`src/rtl/div_iter_unit_pkg.sv`:
```
// divider_pkg: shared types and constants for the iterative divider.
// State encoding, result layout indices and the divide-by-zero quotient.
package divider_pkg;

  typedef enum logic [1:0] {
    IDLE,
    BUSY,
    DONE
  } div_state_t;

  // result_o is split in halves: index * WIDTH selects the half
  localparam int QUO_IDX = 0;
  localparam int REM_IDX = 1;

  // Divide-by-zero quotient (all ones), sliced to the operand width
  localparam logic [127:0] DZ_QUO = '1;

endpackage

```
`src/rtl/div_iter_unit_if.sv`:
```
// div_iter_unit_if: EX-stage <-> divider request/result handshake.
// master = EX stage (valid/ops/annul/ack), slave = divider (result/status).
interface div_iter_unit_if #(
  parameter int WIDTH = 32
);
  logic               valid_i;
  logic               signed_i;
  logic [WIDTH-1:0]   opdata1_i;
  logic [WIDTH-1:0]   opdata2_i;
  logic               annul_i;
  logic               ack_i;
  logic [2*WIDTH-1:0] result_o;
  logic               done_o;
  logic               busy_o;
  logic               stall_o;

  modport master (
    output valid_i, signed_i, opdata1_i, opdata2_i,
    output annul_i, ack_i,
    input  result_o, done_o, busy_o, stall_o
  );

  modport slave (
    input  valid_i, signed_i, opdata1_i, opdata2_i,
    input  annul_i, ack_i,
    output result_o, done_o, busy_o, stall_o
  );
endinterface

```
`src/rtl/div_iter_unit_step.sv`:
```
// div_step: one combinational restoring-division step.
// In: rem_i, dvs_i, bit_i. Out: rem_o (new partial rem), q_o (quot bit).
module div_step #(
  parameter int WIDTH = 32
) (
  input  logic [WIDTH-1:0] rem_i,
  input  logic [WIDTH-1:0] dvs_i,
  input  logic             bit_i,
  output logic [WIDTH-1:0] rem_o,
  output logic             q_o
);
  logic [WIDTH:0] t;
  logic [WIDTH:0] d;

  assign t     = {rem_i, bit_i};
  assign d     = t - {1'b0, dvs_i};
  assign q_o   = (t >= {1'b0, dvs_i});
  assign rem_o = q_o ? d[WIDTH-1:0] : t[WIDTH-1:0];
endmodule

```
`src/rtl/div_iter_unit.sv`:
```
// div_iter_unit: radix-2^BPC restoring divider, {rem,quot} on bus.result_o.
// Ports: clk, rst (sync, high), bus (slave). Option: DIV_ZERO_FAST_EN.
module div_iter_unit
  import divider_pkg::*;
#(
  parameter int WIDTH          = 32,
  parameter int BITS_PER_CYCLE = 1
) (
  input logic            clk,
  input logic            rst,
  div_iter_unit_if.slave bus
);
  localparam int BPC = BITS_PER_CYCLE;
  localparam int N   = WIDTH / BPC;
  localparam int CW  = $clog2(N) + 1;

  div_state_t state, state_n;

  logic [WIDTH-1:0]   dvd, dvs, rem, op1;
  logic [CW-1:0]      cnt;
  logic               q_neg, r_neg, dz;
  logic [2*WIDTH-1:0] result;

  logic accept, ld_res, ld_dz, last, div_zero;
  logic a_neg, b_neg;
  logic [WIDTH-1:0] abs1, abs2;

  logic [WIDTH-1:0] r_ch [BPC+1];
  logic [BPC-1:0]   q_ch;
  logic [WIDTH-1:0] dvd_n;
  logic [WIDTH-1:0] quo_f, rem_f;
  logic [2*WIDTH-1:0] result_f;
  logic [2*WIDTH-1:0] result_dz;

  assign a_neg    = bus.signed_i & bus.opdata1_i[WIDTH-1];
  assign b_neg    = bus.signed_i & bus.opdata2_i[WIDTH-1];
  // -2^(W-1) negates to itself, which is the correct unsigned magnitude
  assign abs1     = a_neg ? -bus.opdata1_i : bus.opdata1_i;
  assign abs2     = b_neg ? -bus.opdata2_i : bus.opdata2_i;
  assign div_zero = (bus.opdata2_i == '0);
  assign last     = (cnt == CW'(N - 1));

  assign r_ch[0] = rem;
  for (genvar i = 0; i < BPC; i++) begin : g_step
    div_step #(.WIDTH(WIDTH)) u_step (
      .rem_i (r_ch[i]),
      .dvs_i (dvs),
      .bit_i (dvd[WIDTH-1-i]),
      .rem_o (r_ch[i+1]),
      .q_o   (q_ch[BPC-1-i])
    );
  end

  // Dividend bits shift out the top; quotient bits fill in from the bottom
  assign dvd_n = {dvd[WIDTH-1-BPC:0], q_ch};

  assign quo_f = dz ? DZ_QUO[WIDTH-1:0]
                    : (q_neg ? -dvd_n : dvd_n);
  assign rem_f = dz ? op1
                    : (r_neg ? -r_ch[BPC] : r_ch[BPC]);

  always_comb begin
    result_f = '0;
    result_f[QUO_IDX*WIDTH +: WIDTH] = quo_f;
    result_f[REM_IDX*WIDTH +: WIDTH] = rem_f;
    result_dz = '0;
    result_dz[QUO_IDX*WIDTH +: WIDTH] = DZ_QUO[WIDTH-1:0];
    result_dz[REM_IDX*WIDTH +: WIDTH] = bus.opdata1_i;
  end

  always_ff @(posedge clk) begin
    if (rst) state <= IDLE;
    else     state <= state_n;
  end

  always_comb begin
    state_n = state;
    accept  = 1'b0;
    ld_res  = 1'b0;
    ld_dz   = 1'b0;
    unique case (1'b1)
      state == IDLE: begin
        if (bus.valid_i & ~bus.annul_i) begin
          accept  = 1'b1;
          state_n = BUSY;
`ifdef DIV_ZERO_FAST_EN
          if (div_zero) begin
            ld_dz   = 1'b1;
            state_n = DONE;
          end
`endif
        end
      end
      state == BUSY: begin
        if (bus.annul_i) begin
          state_n = IDLE;
        end else if (last) begin
          ld_res  = 1'b1;
          state_n = DONE;
        end
      end
      state == DONE: begin
        if (bus.annul_i | bus.ack_i) state_n = IDLE;
      end
      default: state_n = IDLE;
    endcase
  end

  always_ff @(posedge clk) begin
    if (rst) begin
      dvd    <= '0;
      dvs    <= '0;
      rem    <= '0;
      op1    <= '0;
      cnt    <= '0;
      q_neg  <= 1'b0;
      r_neg  <= 1'b0;
      dz     <= 1'b0;
      result <= '0;
    end else begin
      if (accept) begin
        dvd   <= abs1;
        dvs   <= abs2;
        rem   <= '0;
        op1   <= bus.opdata1_i;
        cnt   <= '0;
        q_neg <= a_neg ^ b_neg;
        r_neg <= a_neg;
        dz    <= div_zero;
      end else if (state == BUSY) begin
        dvd <= dvd_n;
        rem <= r_ch[BPC];
        cnt <= cnt + 1'b1;
      end
      if (ld_res) result <= result_f;
      if (ld_dz)  result <= result_dz;
    end
  end

  assign bus.result_o = result;
  assign bus.done_o   = (state == DONE);
  assign bus.busy_o   = (state != IDLE);
  assign bus.stall_o  = bus.valid_i & ~bus.done_o;
endmodule

```
`src/flat_wrapper.sv`:
```
// flat-port wrapper written by rule: the top's interface ports become plain ports
module div_iter_unit_flat import divider_pkg::*;
#(
  parameter int WIDTH          = 32,
  parameter int BITS_PER_CYCLE = 1
)
  (clk, rst, bus_valid_i, bus_signed_i, bus_opdata1_i, bus_opdata2_i, bus_annul_i, bus_ack_i, bus_result_o, bus_done_o, bus_busy_o, bus_stall_o);
  div_iter_unit_if #(.WIDTH(WIDTH)) bus_i ();
  input logic clk;
  input logic rst;
  input wire logic [$bits(bus_i.valid_i)-1:0] bus_valid_i;
  input wire logic [$bits(bus_i.signed_i)-1:0] bus_signed_i;
  input wire logic [$bits(bus_i.opdata1_i)-1:0] bus_opdata1_i;
  input wire logic [$bits(bus_i.opdata2_i)-1:0] bus_opdata2_i;
  input wire logic [$bits(bus_i.annul_i)-1:0] bus_annul_i;
  input wire logic [$bits(bus_i.ack_i)-1:0] bus_ack_i;
  output wire logic [$bits(bus_i.result_o)-1:0] bus_result_o;
  output wire logic [$bits(bus_i.done_o)-1:0] bus_done_o;
  output wire logic [$bits(bus_i.busy_o)-1:0] bus_busy_o;
  output wire logic [$bits(bus_i.stall_o)-1:0] bus_stall_o;
  assign bus_i.valid_i = bus_valid_i;
  assign bus_i.signed_i = bus_signed_i;
  assign bus_i.opdata1_i = bus_opdata1_i;
  assign bus_i.opdata2_i = bus_opdata2_i;
  assign bus_i.annul_i = bus_annul_i;
  assign bus_i.ack_i = bus_ack_i;
  assign bus_result_o = bus_i.result_o;
  assign bus_done_o = bus_i.done_o;
  assign bus_busy_o = bus_i.busy_o;
  assign bus_stall_o = bus_i.stall_o;
  div_iter_unit #(.WIDTH(WIDTH), .BITS_PER_CYCLE(BITS_PER_CYCLE)) u_core (.clk(clk), .rst(rst), .bus(bus_i));
endmodule
```
`config.mk`:
```
export PLATFORM = sky130hd
export DESIGN_NAME = div_iter_unit_flat
export DESIGN_NICKNAME = d
export VERILOG_FILES = /design/src/rtl/div_iter_unit_pkg.sv /design/src/rtl/div_iter_unit_if.sv /design/src/rtl/div_iter_unit_step.sv /design/src/rtl/div_iter_unit.sv /design/src/flat_wrapper.sv
export SDC_FILE = /design/constraint.sdc
export NUM_CORES = 1
export LEC_CHECK = 0
export ABC_CLOCK_PERIOD_IN_PS = 5050
export BUFFER_PORTS_ARGS = -buffer_cell sky130_fd_sc_hd__buf_4
export CORE_AREA = 5 5 177 162
export CTS_CLUSTER_DIAMETER = 60
export DETAILED_ROUTE_END_ITERATION = 8
export DIE_AREA = 0 0 182 167
export GPL_TIMING_DRIVEN = 0
export PLACE_DENSITY = 0.7
export SYNTH_ARGS = -nofsm -noshare
export SYNTH_HDL_FRONTEND = slang
export SYNTH_SLANG_ARGS = --single-unit
export TNS_END_PERCENT = 1
```
`constraint.sdc`:
```
create_clock -name clk -period 5.05 [get_ports clk]
set_clock_uncertainty 0.15 [all_clocks]
set_input_delay 0 -clock clk [delete_from_list [all_inputs] [get_ports clk]]
set_output_delay 0 -clock clk [all_outputs]
set_load 0.01 [all_outputs]
```
==> results of run 1 <==
## what timing repair did
| item | in CTS | in global routing |
|---|---|---|
| setup buffers | 6 | 7 |
| endpoints found under the setup margin | 16 | 12 |
| resized for setup | 42 | 13 |
| hold buffers | 93 | 0 |
| pin swaps | 8 | 6 |
| hold endpoints to repair | 101 | 0 |
## metrics by stage
stage	instance area (µm²)	setup WS [ns]
2_1_floorplan	13100	0.113
3_3_place_gp	14600	-1.27
3_5_place_dp	14600	-1.37
4_1_cts	16600	0.00147
5_1_grt	16700	-0.157
6_report	16700	0.000285
## cell type report
| type | instances | share of cell area (%) |
|---|---|---|
| clock inverter | 12 | 1.10 |
| sequential | 203 | 24.3 |
| tap | 354 | 2.65 |
| buffer | 119 | 3.25 |
| multi-input combinational | 1354 | 50.8 |
| timing repair buffer | 242 | 12.2 |
| clock buffer | 34 | 4.24 |
| inverter | 62 | 1.39 |
## kinds of logic (layout without fill, tap and decap cells)
kind of cell	Yosys count	after routing	synth area share [%]
buf+inv	185	469	5.57
mux	35	35	2.72
fa+ha+maj	38	38	3.68
simple gates	633	633	22.7
compound gates	530	530	26.5
flops	203	203	31.0
xor+xnor	118	118	7.88
## power breakdown
group          switching, W  internal [W]  total [W]
Clock              0.000754       0.00120    0.00195
Sequential        0.0000839       0.00167    0.00175
Combinational       0.00122      0.000738    0.00195
Total               0.00205       0.00360    0.00566
## cells in the final DEF (no fill, tap or decap), types with 31 or more instances in the layout
master         count
nand2_1          224
nor3_1            52
dlygate4sd3_1     93
xor2_1            70
ha_1              31
a211oi_1          66
nor2_1           180
inv_1             57
buf_4            149
clkbuf_1          98
dfxtp_1          198
o21ai_0          102
a21oi_1          163
xnor2_1           48
## cells in the mapped netlist (4+ instances only)
| master | number |
|---|---|
| a211oi_1 | 66 |
| a21o_1 | 5 |
| a21oi_1 | 164 |
| a221oi_1 | 4 |
| a311oi_1 | 27 |
| a31oi_1 | 15 |
| and2_1 | 9 |
| and3_1 | 7 |
| and4_1 | 7 |
| buf_1 | 7 |
| buf_2 | 16 |
| clkbuf_1 | 97 |
| dfxtp_1 | 203 |
| ha_1 | 37 |
| inv_1 | 60 |
| mux2i_1 | 30 |
| nand2_1 | 225 |
| nand2b_1 | 13 |
| nand3_1 | 22 |
| nand3b_1 | 11 |
| nand4_1 | 19 |
| nor2_1 | 180 |
| nor2b_1 | 12 |
| nor3_1 | 54 |
| nor4_1 | 22 |
| o2111ai_1 | 5 |
| o211a_1 | 7 |
| o211ai_1 | 21 |
| o21a_1 | 8 |
| o21ai_0 | 106 |
| o21ai_1 | 6 |
| o221a_2 | 9 |
| o22ai_1 | 7 |
| o31ai_1 | 22 |
| o41ai_1 | 13 |
| or3_1 | 18 |
| or4_1 | 15 |
| xnor2_1 | 48 |
| xor2_1 | 70 |
## final timing paths
kind | from | end | slack, ns | depth (start not counted)
max | u_core.dvs[27]$_SDFFE_PP0P_ | u_core.bus.result_o[52]$_SDFFE_PP0P_ | 0.0003 | 22
min | rst | u_core.dvd[20]$_SDFFE_PP0P_ | 0.09 | 3
max reg2reg | u_core.dvs[27]$_SDFFE_PP0P_ | u_core.bus.result_o[52]$_SDFFE_PP0P_ | 0.0003 | 22
min reg2reg | u_core.op1[16]$_SDFFE_PP0P_ | u_core.op1[16]$_SDFFE_PP0P_ | 0.31 | 2
## routing by layer
layer / vias up / global-route usage, % / share of wire [%]
met5: - / 0 / 0.014
met4: 2 / 7.77 / 2.6
met3: 107 / 9.77 / 12
met2: 774 / 47.0 / 42
met1: 6951 / 46.0 / 44
li1: 6849 / - / -
## registers in the layout, summed over array words and instances (netlist names)
signal               count
u_core.state             2
u_core.q_neg             1
u_core.dvs              32
u_core.dvd              32
u_core.rem              32
u_core.r_neg             1
u_core.cnt               6
u_core.bus.result_o     64
u_core.dz                1
u_core.op1              32
## worst max-delay path: cells and delay by family (launching register included)
family                   cells  cell delay (ns)
AO/OA/AOI/OAI                4             0.84
XOR/XNOR                     1             0.25
adder cells (fa/ha/maj)      2             0.50
buffers and inverters        7             0.99
flip-flops                   1             0.34
multiplexers                 2             0.36
AND/OR/NAND/NOR              6             1.49
==> results.py, run 1 <==
metrics = {
    "outcome": {
        "status": "complete, no violations",
    },
    "worst_setup_path": {
        "cpMaxStageDelayCell": "or4_4",
        "start_kind": "flip-flop",
        "critical_path.max_fanout": 10,
        "worstPathArrival_ns": 5.34,
        "crit_chain": "inv_2, ha_1, buf_6, nand4_1, or4_4, or3_4, buf_6, nand2_8, buf_12, buf_12, buf_12, mux2i_4, ha_2, nand2_1, nor4_4, o2111ai_2, o41a_1, buf_4, o41ai_4, xor2_1, mux2i_1, a211oi_1",
        "cpPeakStageDelay_ns": 0.56,
        "cp_common_cell": "buf_12",
        "end_kind": "flip-flop",
        "critPathKind": "flip-flop to flip-flop",
        "required_ns": 5.34,
    },
    "floorplan": {
        "fp.dieW_um": 182,
        "dieArea_um2": 30400,
        "dieHeight_um": 167,
        "initial_core_util_pct": 49.3,
        "coreArea_um2": 26600,
        "fp-row-count": 57,
        "ios": 137,
    },
    "global_routing": {
        "grt-ovfl-total": 0,
        "grt_first_pass_wirelength_mm": 77.9,
        "grt_max_degree": 14,
        "grt_pass1_vias": 13600,
        "grt_use_total_pct": 32.0,
        "antenna_found_initial": 1,
    },
    "power": {
        "leakage_nw": 6.41,
        "power_density_nw_per_um2": 338,
        "finalPower_w": 0.00566,
        "ir_drop_v": 0.000283,
    },
    "clocking": {
        "clk_pin_slew_ns": 0.06,
        "cts_tree": "yes",
        "clk_path_buf_depth": 3,
        "htreeDepth": 1,
        "cts_made_buffers": 25,
        "clock_latency_ns": 0.52,
        "cts-root-buf": "clkbuf_16",
        "cts.sinks": 203,
    },
    "yosys": {
        "ys_warn_count": 0,
        "syn_nets": 1850,
        "synthCells": 1742,
        "ys.flop_type": "dfxtp_1",
        "yosysSeqAreaShare_pct": 31.0,
        "netlist_area_um2": 13100,
        "synthTopCellsByArea": "dfxtp_1 (31%), nand2_1 (6.4%), a21oi_1 (6.3%)",
        "yosysTopAreaCellShare_pct": 31.0,
        "ys_seq_elements": 203,
        "synth-async-reset-ratio_pct": 0,
        "ys_types": 89,
        "syn_area_per_cell_um2": 7.53,
        "synth_edf_count": 0,
        "synth_top_area_cell": "dfxtp_1",
    },
    "timing": {
        "fin_crit_ns": 5.05,
        "hold_viol_final": 0,
        "drv_slew": 0,
        "setup_viol": 0,
        "slew_headroom_pct": 23.7,
        "fin_hold_ws_ns": 0.0893,
        "max_slew.worst_pin.slew_ns": 1.14,
        "fmax_mhz": 198,
        "setup_tns_ns": 0,
        "fin_crit_sh_pct": 100,
        "rsz0062_at_grt": "yes",
    },
    "layout": {
        "multi_input_area_um2": 8500,
        "stdcell_count": 2380,
        "diodes": 0,
        "n_fill_cell": 2371,
        "regArea_um2": 4070,
        "syn2layout_area_growth_pct": 27.5,
        "layout.nets": 2115,
        "final_layout_size_suffix_gt1_share_pct": 13.3,
        "postLayoutCoreUtil_pct": 62.9,
    },
    "place": {
        "placed_cells": 2232,
        "numPortBuffers": 135,
        "dp_hpwl_mm": 39.3,
        "gp_congestion": 0.987,
    },
    "route": {
        "dr.first_iter.drc_count": 1622,
        "routedWlPerCell_um": 21.7,
        "avgViaCountPerCell": 6.17,
        "routed_wl_mm": 51.6,
        "vias": 14700,
        "drc_errors": 0,
        "firstDrtPassIters": 6,
        "antenna_left": 0,
    },
    "worst_hold_path": {
        "hold_class": "input port to flip-flop",
    },
    "job": {
        "maxCapViolations": 0,
    },
}
No activity file was read; power rests on OpenSTA's default activity.
==> run 2, diff against run 1 <==
--- a/config.mk
+++ b/config.mk
@@ -7,13 +7,14 @@
 export LEC_CHECK = 0
 export ABC_CLOCK_PERIOD_IN_PS = 5050
 export BUFFER_PORTS_ARGS = -buffer_cell sky130_fd_sc_hd__buf_4
-export CORE_AREA = 5 5 177 162
+export CORE_AREA = 5 5 176 161
 export CTS_CLUSTER_DIAMETER = 60
 export DETAILED_ROUTE_END_ITERATION = 8
-export DIE_AREA = 0 0 182 167
+export DIE_AREA = 0 0 181 166
 export GPL_TIMING_DRIVEN = 0
 export PLACE_DENSITY = 0.7
 export SYNTH_ARGS = -nofsm -noshare
 export SYNTH_HDL_FRONTEND = slang
+export SYNTH_HIERARCHICAL = 1
 export SYNTH_SLANG_ARGS = --single-unit
 export TNS_END_PERCENT = 1
==> results.py, run 2 <==
metrics = {
    "worst_setup_path": {
        "worstPathArrival_ns": 5.21,
        "required_ns": 5.29,
        "start_kind": "flip-flop",
        "critPathKind": "flip-flop to flip-flop",
        "critical_path.max_fanout": 8,
        "end_kind": "flip-flop",
    },
    "yosys": {
        "syn_nets": 1800,
        "synthTopCellsByCount": "nand2_1 (257), dfxtp_1 (203), a21oi_1 (148), clkbuf_1 (115), nor2_1 (115)",
        "yosysMostFrequentCell": "nand2_1",
        "synth_edf_count": 0,
        "syn_area_per_cell_um2": 7.68,
        "ys_types": 79,
        "netlist_area_um2": 13000,
        "synth_top_area_cell": "dfxtp_1",
        "ys_warn_count": 6,
        "synthTopCellsByArea": "dfxtp_1 (31%), nand2_1 (7.4%), a21oi_1 (5.7%)",
        "yosysTopAreaCellShare_pct": 31.3,
        "synth-async-reset-ratio_pct": 0,
        "ys.flop_type": "dfxtp_1",
        "yosysSeqAreaShare_pct": 31.3,
        "synthCells": 1692,
        "ys_seq_elements": 203,
    },
    "clocking": {
        "clk_pin_slew_ns": 0.06,
        "cts-root-buf": "clkbuf_16",
        "clock_latency_ns": 0.53,
        "clk_path_buf_depth": 3,
        "htreeDepth": 1,
        "cts_tree": "yes",
        "cts_made_buffers": 27,
        "cts.sinks": 203,
    },
    "timing": {
        "hold_viol_final": 0,
        "drv_slew": 0,
        "slew_headroom_pct": 3.23,
        "fmax_mhz": 201,
        "fin_crit_sh_pct": 98.4,
        "setup_viol": 0,
        "setup_tns_ns": 0,
        "max_slew.worst_pin.slew_ns": 1.44,
        "rsz0062_at_grt": "yes",
        "fin_crit_ns": 4.97,
    },
    "job": {
        "maxCapViolations": 0,
    },
    "place": {
        "gp_congestion": 0.970,
        "dp_hpwl_mm": 37.9,
        "place_area_um2": 14400,
        "numPortBuffers": 133,
    },
    "floorplan": {
        "initial_core_util_pct": 49.1,
        "ios": 137,
        "fp-row-count": 57,
        "dieArea_um2": 30000,
        "fp.dieW_um": 181,
        "coreArea_um2": 26500,
        "dieHeight_um": 166,
    },
    "outcome": {
        "status": "complete, no violations",
    },
    "power": {
        "power_density_nw_per_um2": 327,
        "ir_drop_v": 0.000281,
        "leakage_nw": 6.51,
        "finalPower_w": 0.00546,
    },
    "layout": {
        "n_fill_cell": 2318,
        "layout_commonest_cell": "nand2_1",
        "final_cell_mix": "nand2_1 (257), dfxtp_1 (199), buf_4 (155)",
        "syn2layout_area_growth_pct": 28.7,
        "largest_reg_flops": 64,
        "final_layout_size_suffix_gt1_share_pct": 15.0,
        "final_area_um2": 16700,
        "layout.nets": 2077,
        "diodes": 0,
    },
    "worst_hold_path": {
        "hold_class": "input port to flip-flop",
    },
    "global_routing": {
        "grt_first_pass_wirelength_mm": 78.5,
        "grt-ovfl-total": 0,
        "antenna_found_initial": 0,
        "grt_pass1_vias": 13500,
        "grt_max_degree": 14,
        "grt_use_total_pct": 32.2,
    },
    "route": {
        "dr.first_iter.drc_count": 1994,
        "routed_wl_mm": 51.3,
        "antenna_left": 0,
        "firstDrtPassIters": 8,
        "avgViaCountPerCell": 6.24,
        "routedWlPerCell_um": 21.9,
        "drc_errors": 0,
        "vias": 14600,
    },
}
==> run 2: layout make-up <==
cell class	count	area [µm²]	area share, %
Clock inverter	12	135	0.809
Buffer	119	494	2.96
Clock buffer	35	746	4.46
Timing Repair Buffer	254	2150	12.9
Tap cell	354	443	2.65
Sequential cell	203	4070	24.4
Inverter	61	231	1.38
Multi-Input combinational cell	1303	8440	50.5
==> run 2: stage by stage <==
| step | cells | util [%] | hold WS [ns] | setup WS (ns) |
|---|---|---|---|---|
| finish | 2341 | 63.2 | 0.0556 | 0.0813 |
| global route | 2341 | 63.2 | 0.0655 | -0.105 |
| CTS | 2327 | 61.9 | 0.0214 | -0.0183 |
| detailed placement | 2179 | 54.5 | 0.140 | -0.719 |
| global placement | 2179 | 54.5 | 0.135 | -0.666 |
| floorplan | 1692 | - | -0.0383 | 0.345 |
==> run 2: final timing paths <==
path | from | cells after the start | slack (ns) | to
setup reg to reg | u_core/dvs[7]$_SDFFE_PP0P_ | 18 | 0.08 | u_core/bus.result_o[62]$_SDFFE_PP0P_
setup / recovery | u_core/dvs[7]$_SDFFE_PP0P_ | 18 | 0.08 | u_core/bus.result_o[62]$_SDFFE_PP0P_
hold / removal | rst | 4 | 0.06 | u_core/bus.result_o[60]$_SDFFE_PP0P_
hold reg to reg | u_core/op1[5]$_SDFFE_PP0P_ | 2 | 0.30 | u_core/op1[5]$_SDFFE_PP0P_
==> run 2: cells by family after synthesis <==
logic type | after synthesis | synth area share (%)
AO/OA/AOI/OAI | 473 | 23.6
XOR/XNOR | 117 | 7.89
adder cells (fa/ha/maj) | 38 | 3.72
buffers and inverters | 186 | 5.59
flip-flops | 203 | 31.3
multiplexers | 63 | 5.41
AND/OR/NAND/NOR | 612 | 22.5
==> run 2: repair_timing <==
item | CTS | global route
gates cloned | 0 | 0
buffers inserted | 4 | 19
pin swaps | 6 | 13
endpoints found under the hold margin | 105 | 0
hold buffers | 98 | 0
endpoints found under the setup margin | 23 | 17
gates resized for setup | 16 | 52
==> run 2: power breakdown <==
part / switching, W / total, W / internal [W]
sequential: 0.0000596 / 0.00172 / 0.00166
clock: 0.000761 / 0.00191 / 0.00115
combinational: 0.00108 / 0.00184 / 0.000758
==> run 2: layer usage <==
layer	part of all wire [%]	vias up	global-route usage, %
li1	-	6675	-
met1	44	6971	47.0
met2	42	850	47.7
met3	11	101	6.61
met4	3.1	0	10.2
met5	0	-	0
==> run 2: worst max-delay path, cell delays in order (launching register included) <==
cell and delay (ns):
dfxtp_2 0.32, inv_2 0.10, ha_4 0.22, a21oi_2 0.16, a211oi_1 0.09, or3_4 0.39
nor4b_4 0.37, o21ai_2 0.15, a31oi_4 0.23, o21a_4 0.21, inv_4 0.06, buf_8 0.14
mux2_4 0.33, or4_4 0.54, buf_6 0.14, or4_4 0.55, nor4_4 0.35, mux2i_1 0.23
a31oi_1 0.09
